==> config.mk <==
export PLATFORM = sky130hd
export DESIGN_NAME = riscv_mem_arbiter
export DESIGN_NICKNAME = d
export VERILOG_FILES = /design/src/rtl/riscv_mem_arbiter_pkg.sv /design/src/rtl/riscv_arb_watchdog.sv /design/src/rtl/riscv_mem_arbiter.sv
export SDC_FILE = /design/constraint.sdc
export NUM_CORES = 1
export LEC_CHECK = 0
export ABC_AREA = 1
export CORE_MARGIN = 2
export CORE_UTILIZATION = 40
export CTS_CLUSTER_DIAMETER = 60
export DETAILED_ROUTE_END_ITERATION = 7
export GPL_ROUTABILITY_DRIVEN = 0
export PLACE_DENSITY = 0.8
export SLEW_MARGIN = 20
export SYNTH_ARGS = -nofsm -noshare
export SYNTH_HDL_FRONTEND = slang
export SYNTH_HIERARCHICAL = 1
export SYNTH_SLANG_ARGS = --single-unit
==> constraint.sdc <==
create_clock -name i_clk -period 1.8 [get_ports i_clk]
set_clock_uncertainty 0.2 [all_clocks]
set_input_delay 0.36 -clock i_clk [delete_from_list [all_inputs] [get_ports i_clk]]
set_output_delay 0.36 -clock i_clk [all_outputs]
set_load 0.02 [all_outputs]
==> src/rtl/riscv_mem_arbiter_pkg.sv <==
// Shared definitions for the IF/DM memory bus arbiter.
// State encodings, bus bundle type and default configuration.
package riscv_mem_arbiter_pkg;

    localparam int         XLEN            = 32;
    localparam int         ARB_TIMEOUT_DEF = 255;
    localparam logic [3:0] IF_BYTE_SEL     = 4'b1111;

    typedef enum logic [1:0] {
        ARB_IDLE    = 2'd0,
        ARB_BUSY_IF = 2'd1,
        ARB_BUSY_DM = 2'd2
    } arb_state_e;

    typedef struct packed {
        logic            req;
        logic [XLEN-1:0] addr;
        logic            wr_en;
        logic [XLEN-1:0] wr_data;
        logic [3:0]      byte_sel;
    } bus_t;

endpackage

==> src/rtl/riscv_arb_watchdog.sv <==
// Bus-ack watchdog for the memory arbiter (RISCV_ARB_TIMEOUT_EN builds).
// Counts busy cycles without ack; expires on the TIMEOUT_CYCLES-th one.
module riscv_arb_watchdog #(
    parameter int TIMEOUT_CYCLES = 255,
    parameter int CNT_W          = 8
) (
    input  logic clk_i,
    input  logic rst_i,
    input  logic clear_i,
    input  logic busy_i,
    input  logic ack_i,
    output logic expire_o
);

    localparam logic [CNT_W-1:0] LAST = CNT_W'(TIMEOUT_CYCLES - 1);

    logic [CNT_W-1:0] cnt_q, cnt_d;

    // Clear on grant, count each busy cycle the bus leaves unanswered.
    always_comb begin
        cnt_d = cnt_q;
        if (clear_i) begin
            cnt_d = '0;
        end else if (busy_i && !ack_i) begin
            cnt_d = cnt_q + 1'b1;
        end
    end

    assign expire_o = busy_i & ~ack_i & (cnt_q == LAST);

    // Counter register.
    always_ff @(posedge clk_i) begin
        if (rst_i) begin
            cnt_q <= '0;
        end else begin
            cnt_q <= cnt_d;
        end
    end

endmodule

==> src/rtl/riscv_mem_arbiter.sv <==
// Shares one memory bus between fetch (IF) and data (DM), data first.
// Optional bus-ack watchdog: define RISCV_ARB_TIMEOUT_EN.
module riscv_mem_arbiter
    import riscv_mem_arbiter_pkg::*;
#(
    parameter int TIMEOUT_CYCLES = ARB_TIMEOUT_DEF,
    parameter int CNT_W          = 8
) (
    input  logic            i_clk,
    input  logic            i_rst,
    input  logic            i_if_req,
    input  logic [XLEN-1:0] i_if_addr,
    output logic            o_if_ack,
    output logic [XLEN-1:0] o_if_rd_data,
    input  logic            i_dm_req,
    input  logic            i_dm_wr_en,
    input  logic [XLEN-1:0] i_dm_addr,
    input  logic [XLEN-1:0] i_dm_wr_data,
    input  logic [3:0]      i_dm_byte_sel,
    output logic            o_dm_ack,
    output logic [XLEN-1:0] o_dm_rd_data,
    output logic            o_arb_stall_f,
    output logic            o_arb_stall_m,
    output logic            o_bus_req,
    output logic [XLEN-1:0] o_bus_addr,
    output logic            o_bus_wr_en,
    output logic [XLEN-1:0] o_bus_wr_data,
    output logic [3:0]      o_bus_byte_sel,
    input  logic            i_bus_ack,
    input  logic [XLEN-1:0] i_bus_rd_data
`ifdef RISCV_ARB_TIMEOUT_EN
    ,
    output logic            o_arb_err
`endif
);

    arb_state_e      state_q, state_d;
    bus_t            bus_q, bus_d;
    logic            if_ack_q, if_ack_d;
    logic            dm_ack_q, dm_ack_d;
    logic [XLEN-1:0] if_rd_q, if_rd_d;
    logic [XLEN-1:0] dm_rd_q, dm_rd_d;
    logic            if_elig, dm_elig;
    logic            bus_ack;
    logic            abort;

    // A requester being acked this cycle is still holding its old request.
    assign if_elig = i_if_req & ~if_ack_q;
    assign dm_elig = i_dm_req & ~dm_ack_q;
    assign bus_ack = i_bus_ack & bus_q.req;

`ifdef RISCV_ARB_TIMEOUT_EN
    logic err_q, err_d;
    logic grant;

    assign grant = (state_q == ARB_IDLE) & (dm_elig | if_elig);

    riscv_arb_watchdog #(
        .TIMEOUT_CYCLES(TIMEOUT_CYCLES),
        .CNT_W         (CNT_W)
    ) u_watchdog (
        .clk_i   (i_clk),
        .rst_i   (i_rst),
        .clear_i (grant),
        .busy_i  (state_q != ARB_IDLE),
        .ack_i   (bus_ack),
        .expire_o(abort)
    );

    assign o_arb_err = err_q;
`else
    assign abort = 1'b0;
`endif

    // Grant selection, bus hold and completion/abort handling.
    always_comb begin
        state_d  = state_q;
        bus_d    = bus_q;
        if_ack_d = 1'b0;
        dm_ack_d = 1'b0;
        if_rd_d  = if_rd_q;
        dm_rd_d  = dm_rd_q;
`ifdef RISCV_ARB_TIMEOUT_EN
        err_d    = err_q | abort;
`endif
        unique case (state_q)
            ARB_IDLE: begin
                if (dm_elig) begin
                    bus_d   = '{req:      1'b1,
                                addr:     i_dm_addr,
                                wr_en:    i_dm_wr_en,
                                wr_data:  i_dm_wr_data,
                                byte_sel: i_dm_byte_sel};
                    state_d = ARB_BUSY_DM;
                end else if (if_elig) begin
                    bus_d   = '{req:      1'b1,
                                addr:     i_if_addr,
                                wr_en:    1'b0,
                                wr_data:  '0,
                                byte_sel: IF_BYTE_SEL};
                    state_d = ARB_BUSY_IF;
                end
            end
            ARB_BUSY_IF: begin
                if (bus_ack || abort) begin
                    bus_d.req = 1'b0;
                    if_ack_d  = 1'b1;
                    if_rd_d   = bus_ack ? i_bus_rd_data : '0;
                    state_d   = ARB_IDLE;
                end
            end
            ARB_BUSY_DM: begin
                if (bus_ack || abort) begin
                    bus_d.req = 1'b0;
                    dm_ack_d  = 1'b1;
                    if (!bus_ack) begin
                        dm_rd_d = '0;
                    end else if (!bus_q.wr_en) begin
                        dm_rd_d = i_bus_rd_data;
                    end
                    state_d   = ARB_IDLE;
                end
            end
            default: begin
                state_d = ARB_IDLE;
            end
        endcase
    end

    // State, bus and response registers.
    always_ff @(posedge i_clk) begin
        if (i_rst) begin
            state_q  <= ARB_IDLE;
            bus_q    <= '0;
            if_ack_q <= 1'b0;
            dm_ack_q <= 1'b0;
            if_rd_q  <= '0;
            dm_rd_q  <= '0;
`ifdef RISCV_ARB_TIMEOUT_EN
            err_q    <= 1'b0;
`endif
        end else begin
            state_q  <= state_d;
            bus_q    <= bus_d;
            if_ack_q <= if_ack_d;
            dm_ack_q <= dm_ack_d;
            if_rd_q  <= if_rd_d;
            dm_rd_q  <= dm_rd_d;
`ifdef RISCV_ARB_TIMEOUT_EN
            err_q    <= err_d;
`endif
        end
    end

    assign o_if_ack       = if_ack_q;
    assign o_if_rd_data   = if_rd_q;
    assign o_dm_ack       = dm_ack_q;
    assign o_dm_rd_data   = dm_rd_q;
    assign o_arb_stall_f  = i_if_req & ~if_ack_q;
    assign o_arb_stall_m  = i_dm_req & ~dm_ack_q;
    assign o_bus_req      = bus_q.req;
    assign o_bus_addr     = bus_q.addr;
    assign o_bus_wr_en    = bus_q.wr_en;
    assign o_bus_wr_data  = bus_q.wr_data;
    assign o_bus_byte_sel = bus_q.byte_sel;

endmodule
==> reports/metrics.yaml <==
drtIter0Drc: 478
ios: 276
cts_made_buffers: 17
drive_above_1_share_pct: 7.03
seq_power_share_pct: 39.2
setup_ws_ps: 29.4
rows: 42
cpPeakStageDelay_ps: 500
clkLatencyLatePin_ps: 410
startpoint: "i_dm_req"
num_antenna_cells: 0
grt_pass1_wl_um: 27500
rsz0062_at_grt: "false"
cp_num_buf_inv: 3
die_area_mm2: 0.0144
antenna_found_initial: 0
synth_edf_count: 0
internal_power_mw: 6.25
grt_pass1_vias: 5427
drt-total-wl_um: 17800
hold_path_class: "in -> reg"
cts_tree: "done"
ir_worst_vdd_uv: 625
synth_ff_type: "dfxtp_1"
total_power_mw: 8.68
cts_hold_buf: 0
ys_seq_elements: 138
synth_area_mm2: 0.00538
min_from: "i_rst"
syn_nets: 869
clkTransAtPathRegs_ps: 50
antenna_left: 0
synth_cell_types: 21
crit_required_ps: 1240
die-height_um: 120
die_w_um: 120
cp_cell_sequence: "clkdlybuf4s50_1 > nand2_4 > inv_2 > buf_2"
p_per_area_mw_per_mm2: 983
setup_viol: 0
p_leak_nw: 4.17
r2r_start: "o_dm_ack$_SDFF_PP0_"
pwr-share-comb_pct: 22.3
cts_root_buf: "clkbuf_16"
grt_max_degree: 39
grt_overflow_total: 0
p_sw_share_pct: 27.9
cp.depth: 4
slew_viol_final: 0
path_delay_family: "buffers and inverters"
avgSynthCellArea_um2: 7.40
wl_per_cell_um: 15.0
rr_worst_depth: 9
path_max_fanout: 3
crit_type: "in -> out"
rrSetupSlack_ps: 160
synth-async-reset-ratio_pct: 0
port_buffers: 275
synthTopCellsByCount: "nand2_1, dfxtp_1, a21oi_1, nor2_1, o21ai_0"
firstDrtPassIters: 7
r2r_end: "o_bus_wr_data[13]$_SDFFE_PP0P_"
dp_hpwl_um: 12500
maxCapViolCount: 0
synth_top_area_share_pct: 51.3
cts.sinks: 138
critPathSlowestCell: "clkdlybuf4s50_1"
syn_to_final_growth_pct: 64.0
dpl_worst_slack_ps: -518
ys_seq_area_share_pct: 51.3
final_hold_viol_count: 0
fin_nets: 1139
min_period_ps: 1770
synth_warnings: 6
run_status: "complete, no violations"
drc: 0
start_util_pct: 40.8
ys_top_cells_by_area: "dfxtp_1, nand2_1, a21oi_1"
critPathArrivalTime_ps: 1210
worstSetupEndpoint: "o_arb_stall_m"
max_freq_ghz: 0.565
synthCells: 728
end_kind: "output port"
via_count: 5747
worst_slew_pin_slew_ps: 363
grt_usage_pct: 24.1
p_switching_mw: 2.42
htree_levels: 4
max_slew_margin_pct: 75.8
synth_top_area_cell: "dfxtp_1"
clk_path_buf_depth: 2
coreArea_mm2: 0.0132
clkPwrFrac_pct: 38.5
vias_per_cell: 4.85
post-cts-setup-buffer-count: 0
start_kind: "input port"
finalCritPeriodShare_pct: 98.4
synth.most_common_cell: "nand2_1"
## how the worst min path moves through the flow
stage                                          to  slack, ps  depth (start not counted)
floorplan                 state_q[1]$_SDFFE_PP0P_        260                          2
global placement     o_if_rd_data[7]$_SDFFE_PP0P_        250                          2
detailed placement  o_if_rd_data[10]$_SDFFE_PP0P_        250                          2
CTS                           o_if_ack$_SDFF_PP0_        220                          3
global route        o_bus_wr_data[8]$_SDFFE_PP0P_        250                          3
finish                        o_if_ack$_SDFF_PP0_        240                          3
## through the flow
stage          setup TNS, ps  util, %  cells  hold slack, ps  cell area [µm²]
2_1_floorplan              0        -    728             256             5380
3_3_place_gp          -36520     63.7   1154             247             8400
3_5_place_dp          -40420     63.7   1154             252             8400
4_1_cts                -1220     66.6   1185             221             8790
5_1_grt                    0     67.0   1186             245             8830
6_report                   0     67.0   1186             235             8830
## tightest hold or removal path, stage by stage
cell	delay, ps
buf_2	130
buf_4	210
nor2_1	110
## sequential cells by signal (all words and copies together), names as in the netlist
register	flops
o_bus_wr_en	1
o_if_ack	1
o_bus_req	1
state_q	2
o_dm_rd_data	32
o_bus_wr_data	32
o_if_rd_data	32
o_bus_byte_sel	4
o_bus_addr	32
o_dm_ack	1
## kinds of logic (layout without fill, tap and decap cells)
family                   after synthesis  after routing  share of synthesized area, %
AO/OA/AOI/OAI                        171            171                          15.9
adder cells (fa/ha/maj)                3              3                         0.697
buffers and inverters                 68            350                          6.51
flip-flops                           138            138                          51.3
AND/OR/NAND/NOR                      348            348                          25.6
## power groups by stage
stage / registers, mW / clock network [mW] / logic, mW
floorplan: 3.75 / 0 / 0.736
global placement: 3.47 / 0 / 2.06
CTS: 3.41 / 3.40 / 1.93
global route: 3.43 / 3.54 / 2.10
detailed placement: 3.48 / 0 / 2.08
finish: 3.40 / 3.34 / 1.93
## placed cells by master, fill, tap and decap left out, types with 2 or more instances in the layout
master | synthesis | routed
bufinv_16 | 0 | 2
nand2_2 | 2 | 3
nor2_1 | 103 | 103
nand3_1 | 34 | 34
clkbuf_16 | 0 | 18
a21oi_1 | 103 | 103
buf_4 | 9 | 17
inv_1 | 9 | 9
dlygate4sd2_1 | 0 | 135
dfxtp_1 | 138 | 138
clkbuf_1 | 20 | 4
o21ai_1 | 17 | 17
inv_2 | 4 | 4
clkinvlp_4 | 0 | 2
clkdlybuf4s50_1 | 0 | 136
buf_2 | 17 | 3
clkbuf_8 | 0 | 2
ha_1 | 3 | 3
clkinv_2 | 0 | 4
buf_12 | 0 | 11
nand2_1 | 205 | 204
o21ai_0 | 51 | 51
## what timing repair did
item / CTS / global route
setup endpoints to repair: 167 / 74
gates cloned: 0 / 1
gates resized for setup: 142 / 10
pin swaps: 0 / 0
## metal layers
layer  vias up  track usage [%]  wire length, µm
li1       2901                -                -
met2       239             40.7             8540
met5         -                0                0
met1      2575             27.6             6920
met3        32             9.55             1860
met4         0             8.82              430
## final cells by class
class / count / area [µm²]
fill: 1122 / 4360
timing repair buffer: 306 / 2960
sequential: 138 / 2760
multi-input combinational: 522 / 2270
clock buffer: 23 / 468
tap: 176 / 220
clock inverter: 8 / 95.1
inverter: 13 / 48.8
No activity file was read; power rests on OpenSTA's default activity.
